--- config.mk ---
export PLATFORM = sky130hd
export DESIGN_NAME = lib_rr_output_arbiter
export DESIGN_NICKNAME = d
export VERILOG_FILES = /design/src/rtl/lib_rr_output_arbiter.sv
export SDC_FILE = /design/constraint.sdc
export NUM_CORES = 1
export LEC_CHECK = 0
export ABC_AREA = 1
export BUFFER_PORTS_ARGS = -buffer_cell sky130_fd_sc_hd__buf_2
export CORE_MARGIN = 1
export CORE_UTILIZATION = 30
export DETAILED_ROUTE_END_ITERATION = 16
export SYNTH_ARGS = -nofsm -noshare
export SYNTH_HDL_FRONTEND = slang
export SYNTH_SLANG_ARGS = --single-unit
--- constraint.sdc ---
create_clock -name clk -period 5.4 [get_ports clk]
set_input_delay 0.27 -clock clk [delete_from_list [all_inputs] [get_ports clk]]
set_output_delay 0.27 -clock clk [all_outputs]
set_load 0.1 [all_outputs]
--- src/rtl/lib_rr_output_arbiter.sv ---
// lib_rr_output_arbiter: per-output round-robin arbiter with packet locking.
// Zero-latency one-hot grant; a non-tail winner keeps the output until its tail is granted.
module lib_rr_output_arbiter #(
    parameter int N = 4
) (
    input  logic         clk,
    input  logic         reset_n,
    input  logic         ce,
    input  logic [0:N-1] i_request,
    input  logic         i_hold,
    input  logic         i_en,
    output logic [0:N-1] o_grant,
    output logic         o_grant_val,
    output logic         o_locked
);
    localparam int W = $clog2(N);
    localparam logic [W-1:0] LAST = W'(N - 1);

    logic [W-1:0] ptr_q, ptr_d, lock_idx_q, lock_idx_d, win;
    logic         lock_val_q, lock_val_d, found;
    int           idx;

    always_comb begin
        found       = 1'b0;
        win         = ptr_q;
        idx         = 0;
        // A held lock owns the output: no other input may win, even if the owner is idle.
        if (lock_val_q) begin
            found = i_request[lock_idx_q];
            win   = lock_idx_q;
        end else begin
            for (int k = 0; k < N; k++) begin
                idx = int'(ptr_q) + k;
                if (idx >= N) idx = idx - N;
                if (!found && i_request[idx]) begin
                    found = 1'b1;
                    win   = idx[W-1:0];
                end
            end
        end
        o_grant_val = reset_n && ce && i_en && found;
        o_grant     = '0;
        if (o_grant_val) o_grant[win] = 1'b1;
        ptr_d      = ptr_q;
        lock_val_d = lock_val_q;
        lock_idx_d = lock_idx_q;
        if (o_grant_val) begin
            ptr_d      = (win == LAST) ? '0 : win + W'(1);
            lock_val_d = i_hold;
            lock_idx_d = i_hold ? win : lock_idx_q;
        end else if (ce && i_en && lock_val_q && !i_request[lock_idx_q]) begin
            lock_val_d = 1'b0;
        end
    end

    always_ff @(posedge clk) begin
        if (!reset_n) begin
            ptr_q      <= '0;
            lock_val_q <= 1'b0;
            lock_idx_q <= '0;
        end else begin
            ptr_q      <= ptr_d;
            lock_val_q <= lock_val_d;
            lock_idx_q <= lock_idx_d;
        end
    end

    assign o_locked = lock_val_q;

    always @(posedge clk) begin
        if (reset_n) begin
            assert ($onehot0(o_grant));
            assert ((o_grant & ~i_request) == '0);
            assert (i_en || o_grant == '0);
        end
    end
endmodule

Word level (Yosys, flattened, before mapping)
Index checks and enable logic that the tools add are counted.

Add/sub/neg operators: 8. Magnitude comparators: 11. Equal/unequal tests: 1. Mux-type cells: 42. Bitwise logic cells: 6. Reduce and logical (&&, ||, !) cells: 16.

Operator list (count): $mux W32 (8); $ge A32 B3 Y1 const B (4); $not A32 Y32 (4); $mux W1 (21); $ge A3 B3 Y1 const B (5); $mux W2 (6); $sub A3 B3 Y4 const B (3); $bmux W1 S2 (5); $logic_and A1 B1 Y1 (10); $add A2 B2 Y3 const B (2); $not A2 Y3 (2); $logic_not A1 Y1 (4); $mux W4 (1); $sub A2 B3 Y4 const B (1); $add A2 B1 Y3 const B (1); $ge A2 B3 Y1 const B (1); $lt A3 B1 Y1 const B (1); $add A2 B1 Y2 const B (1); $demux W1 S2 (1); $eq A2 B2 Y1 const B (1); $reduce_and A2 Y1 (1); $reduce_bool A2 Y1 (1).

Register bits after elaboration: 5. Word-level logic and storage cells: 87.

Depth between registers and ports, before layout
Word-level depth: 27. Gate-level depth with buffers: 19. Depth with buffers taken out: 18.

Worst setup path before layout
No wires, ideal clock.

Path kind: reg-to-output. Start point: register lock_val_q (netlist: o_locked). End point: output o_grant[1] in the netlist's numbering. Data arrival time: 2.907 ns. Data required time: 5.130 ns. Slack: 2.223 ns. Cell stages (with the launch flop): 8. Path buffers: 0. Cells stage by stage: dfxtp_1 inv_1 nand2_1 nand2_1 inv_1 ha_1 inv_1 nor2_1.

Word-level cells in the longest chain between the ends: 7.

RTL lines: start: declaration (line 20) `logic lock_val_q, lock_val_d, found;`; start signal: assignment (line 63) `lock_val_q <= lock_val_d;`; $mux W2 * (line 28) `if (lock_val_q) begin`; net win[1] (line 19) `logic [W-1:0] ptr_q, ptr_d, lock_idx_q, lock_idx_d, win;`; $not A2 Y3 (not written as such) * (line 43) `if (o_grant_val) o_grant[win] = 1'b1;`; $ge A3 B3 Y1 (not written as such) or $lt A3 B1 Y1 (tied branches) (line 43); $logic_and A1 B1 Y1 (not written as such) (line 43); $mux W1 (not written as such) (line 43); $demux W1 S2 * (line 43); $mux W4 * (line 43); end: declaration (line 12) `output logic [0:N-1] o_grant,`.

The timed path passes the listed nets; every way through them passes the cells marked *.

Final worst setup path
Start point: register ptr_q[0]. End point: output o_grant[1] in the netlist's numbering.

Word-level cells in the longest chain between the ends: 27.

RTL lines: start: declaration (line 19); start signal: assignment (line 62) `ptr_q <= ptr_d;`; $sub A2 B3 Y4 or $ge A2 B3 Y1 (tied branches) (line 34) `if (idx >= N) idx = idx - N;`; $mux W32 (line 34); $mux W32 (line 28); $not A32 Y32 (not written as such) (line 35) `if (!found && i_request[idx]) begin`; $bmux W1 S2 (line 35); $mux W1 (not written as such) (2 in a row) (line 35); $mux W1 (line 35); $mux W1 (line 28); [11 not listed]; $mux W2 * (line 28); net win[1] (line 19); $not A2 Y3 (not written as such) * (line 43); $ge A3 B3 Y1 (not written as such) or $lt A3 B1 Y1 (tied branches) (line 43); $logic_and A1 B1 Y1 (not written as such) (line 43); $mux W1 (not written as such) (line 43); $demux W1 S2 * (line 43); $mux W4 * (line 43).

The timed path passes the listed nets; every way through them passes the cells marked *. The select of a mux whose other input is x is not followed.

==> flow_summary_export.csv <==
group,metric,value,unit
sta,fin_ws,2.50,ns
die,rows,16,
cts,cts_tree,"yes",
power,clkPwrFrac,18.1,%
power,ir_drop,183,uV
finish,mostFrequentLayoutCells,"nand2_1 (33), inv_1 (15), buf_2 (14), nand2_2 (8), nand3_1 (7)",
routing,drt-total-wl,1360,um
sta,finalCritPeriodShare,53.8,%
sta,max_slew_margin,67.9,%
routing,num_vias,674,
power,cellLeakagePower,0.419,nW
cts,cts_resized,0,
setup_path,startpoint,"ptr_q[0]",
synthesis,ys_ff_latch,5,
finish,fillers,223,
power,swShare,52.4,%
routing,wire_per_inst,8.86,um
setup_path,cp.required,5.13,ns
global_routing,grt_remaining_overflow,0,
routing,post-route-drc-count,0,
sta,period_minus_slack,2.90,ns
setup_path,critical_path.max_fanout,10,
setup_path,cp-start-kind,"register",
setup_path,cpMaxStageDelayCell,"dfxtp_1",
cts,numCtsBuffers,3,
cts,holdBufCountCts,0,
placement,post-place-ws,2.72,ns
cts,clk_pin_slew,0.04,ns
global_routing,grt_pass1_wl,2500,um
routing,drtAntennaViolNets,0,
die,die_w,49.2,um
setup_path,rr_startpoint,"ptr_q[0]",
synthesis,syn_inst,109,
setup_path,cp_num_cells,18,
power,seqPwrFrac,19.4,%
synthesis,synth.distinct_cells,22,
global_routing,grtUsageTotal,13.2,%
placement,port_buffers,14,
die,die_area,0.00242,mm2
setup_path,path_cells,"inv_4 -> nand2_1 -> nand2_1 -> nand2_2 -> nand2_4 -> nor2_4 -> nand2_2 -> nor2_4 -> inv_2 -> nand2_1 -> nand2_1 -> nand2_1 -> nand2_1 -> inv_1 -> ha_1 -> inv_1 -> nor2_1 -> buf_2",
routing,avgViaCountPerCell,4.41,
placement,dpl.hpwl,1120,um
sta,finalHoldViolCount,0,
routing,dr.pass1.iters,4,
sta,fmax,0.344,GHz
finish,layout-area-overhead-vs-synth,17.8,%
setup_path,reg2reg_to,"ptr_q[0]",
sta,tns,0,ns
cts,cts_buffer_depth,2,
global_routing,antenna_found_initial,0,
sta,tightest_slew,0.485,ns
setup_path,worstSetupEndpointType,"output pin",
power,power.density,310,mW/mm2
run,drv_cap,0,
cts,postCtsSetupBuffers,0,
finish,n_antenna_cell,0,
power,power.internal,0.116,mW
die,initial_utilization,33.0,%
die,core_area,0.00202,mm2
cts,cts.sinks,5,
setup_path,cp_common_cell,"nand2_1",
setup_path,arrival,2.63,ns
cts,cts_max_level,1,
routing,drt_iter0_markers,5,
finish,layout_commonest_cell,"nand2_1",
setup_path,critPathMaxStageDelay,0.57,ns
synthesis,syn_nets,122,
cts,worstSkewPairLatency,0.25,ns
synthesis,synth_area,668,um2
synthesis,yosysWarnings,0,
power,pwr-share-comb,62.5,%
power,netSwitchingPower,0.128,mW
die,die_h,49.2,um
synthesis,yosysSeqAreaShare,15.0,%
placement,gp_congestion,0.772,
setup_path,crit_path_end,"o_grant[1]",
synthesis,syn_area_per_cell,6.13,um2
min_path,worstHoldPathType,"primary input to register",
global_routing,grt_max_degree,11,
setup_path,crit_type,"register to output pin",
setup_path,reg2regPathDepth,17,
setup_path,cp_top_family,"simple AND/OR/NAND/NOR gates",
setup_path,reg2reg_setup_slack,3.26,ns
sta,rsz0062_at_grt,"no",
setup_path,path_buf_inv,5,
min_path,worstHoldStart,"reset_n",
sta,setup_viol,0,
die,io_pins,15,
sta,finClkSkew,0.00103,ns
global_routing,grt_pass1_vias,610,
sta,slew_viol_final,0,
finish,layout-drive-gt1-share,31.7,%
status,status,"completed",
cts,cts-root-buf,"clkbuf_4",
finish,layout.nets,140,
-- metrics by stage --
| step | instances | hold slack [ns] | power, mW | cell area (um2) | utilization [%] |
|---|---|---|---|---|---|
| floorplan | 109 | 0.412 | 0.179 | 668 | - |
| global placement | 149 | 0.528 | 0.200 | 761 | 37.6 |
| detailed placement | 149 | 0.527 | 0.202 | 761 | 37.6 |
| CTS | 153 | 0.319 | 0.249 | 787 | 38.9 |
| global route | 153 | 0.332 | 0.271 | 787 | 38.9 |
| finish | 153 | 0.325 | 0.244 | 787 | 38.9 |
-- power by group through the flow --
stage          Clock (mW)  Sequential, mW  Combinational, mW
2_1_floorplan           0          0.0448              0.134
3_3_place_gp            0          0.0481              0.152
3_5_place_dp            0          0.0482              0.154
4_1_cts            0.0462          0.0475              0.155
5_1_grt            0.0491          0.0480              0.174
6_report           0.0441          0.0474              0.153
-- cells in the mapped netlist --
| master | count | area, um2 |
|---|---|---|
| nand2_1 | 33 | 124 |
| inv_1 | 15 | 56.3 |
| nand2_2 | 8 | 50.1 |
| nand3_1 | 7 | 35.0 |
| nor2_1 | 6 | 22.5 |
| a21oi_1 | 5 | 25.0 |
| dfxtp_1 | 5 | 100 |
| ha_1 | 4 | 50.1 |
| nand2_4 | 4 | 45.0 |
| o21ai_0 | 4 | 20.0 |
| inv_2 | 3 | 11.3 |
| o21ai_2 | 3 | 26.3 |
| nand3_2 | 2 | 20.0 |
| nor2_4 | 2 | 22.5 |
| and2_1 | 1 | 6.26 |
| buf_6 | 1 | 11.3 |
| inv_4 | 1 | 6.26 |
| nand4_1 | 1 | 6.26 |
| o21a_1 | 1 | 7.51 |
| o21ai_1 | 1 | 5.00 |
| o22a_1 | 1 | 8.76 |
| xor2_1 | 1 | 8.76 |
-- worst register-to-register path, stage by stage, from the launching register on --
cell,delay (ns)
dfxtp_1,0.57
inv_4,0.10
nand2_1,0.10
nand2_1,0.06
nand2_2,0.08
nand2_4,0.06
nor2_4,0.14
nand2_2,0.08
nor2_4,0.10
inv_2,0.05
nand2_1,0.05
nand2_1,0.04
nand2_1,0.06
nand2_1,0.09
ha_1,0.21
inv_1,0.06
nand2_1,0.06
o21ai_2,0.13
-- sequential cells by signal, indices dropped and copies added, names as in the netlist --
| register | count |
|---|---|
| lock_idx_q | 2 |
| o_locked | 1 |
| ptr_q | 2 |
-- worst min-delay path by stage --
stage	to	depth (start not counted)	slack, ns
global placement	o_locked	2	0.53
global route	ptr_q[1]	3	0.33
finish	ptr_q[1]	3	0.33
CTS	ptr_q[1]	3	0.32
floorplan	ptr_q[1]	2	0.41
detailed placement	o_locked	2	0.53
-- layout make-up --
cell class	count	area [um2]	share of cell area [%]
Tap cell	27	33.8	4.29
Timing Repair Buffer	14	70.1	8.90
Multi-Input combinational cell	84	483	61.4
Clock buffer	4	26.3	3.34
Inverter	19	73.8	9.38
Sequential cell	5	100	12.7
-- layer usage --
metal	global-route usage, %	wire length, um	vias up
met2	22.1	660	9
met5	0	0	-
met1	16.5	645	291
met4	7.35	29	0
li1	-	-	371
met3	0.935	19	3
-- kinds of logic (layout without fill, tap and decap cells) --
family | count (synthesis) | count (layout) | share of synthesized area, %
AND/OR/NAND/NOR | 64 | 64 | 49.6
buffers and inverters | 20 | 37 | 12.7
AO/OA/AOI/OAI | 15 | 15 | 13.9
flip-flops | 5 | 5 | 15.0
adder cells (fa/ha/maj) | 4 | 4 | 7.49
XOR/XNOR | 1 | 1 | 1.31
Power figures use the tool's default switching activity.
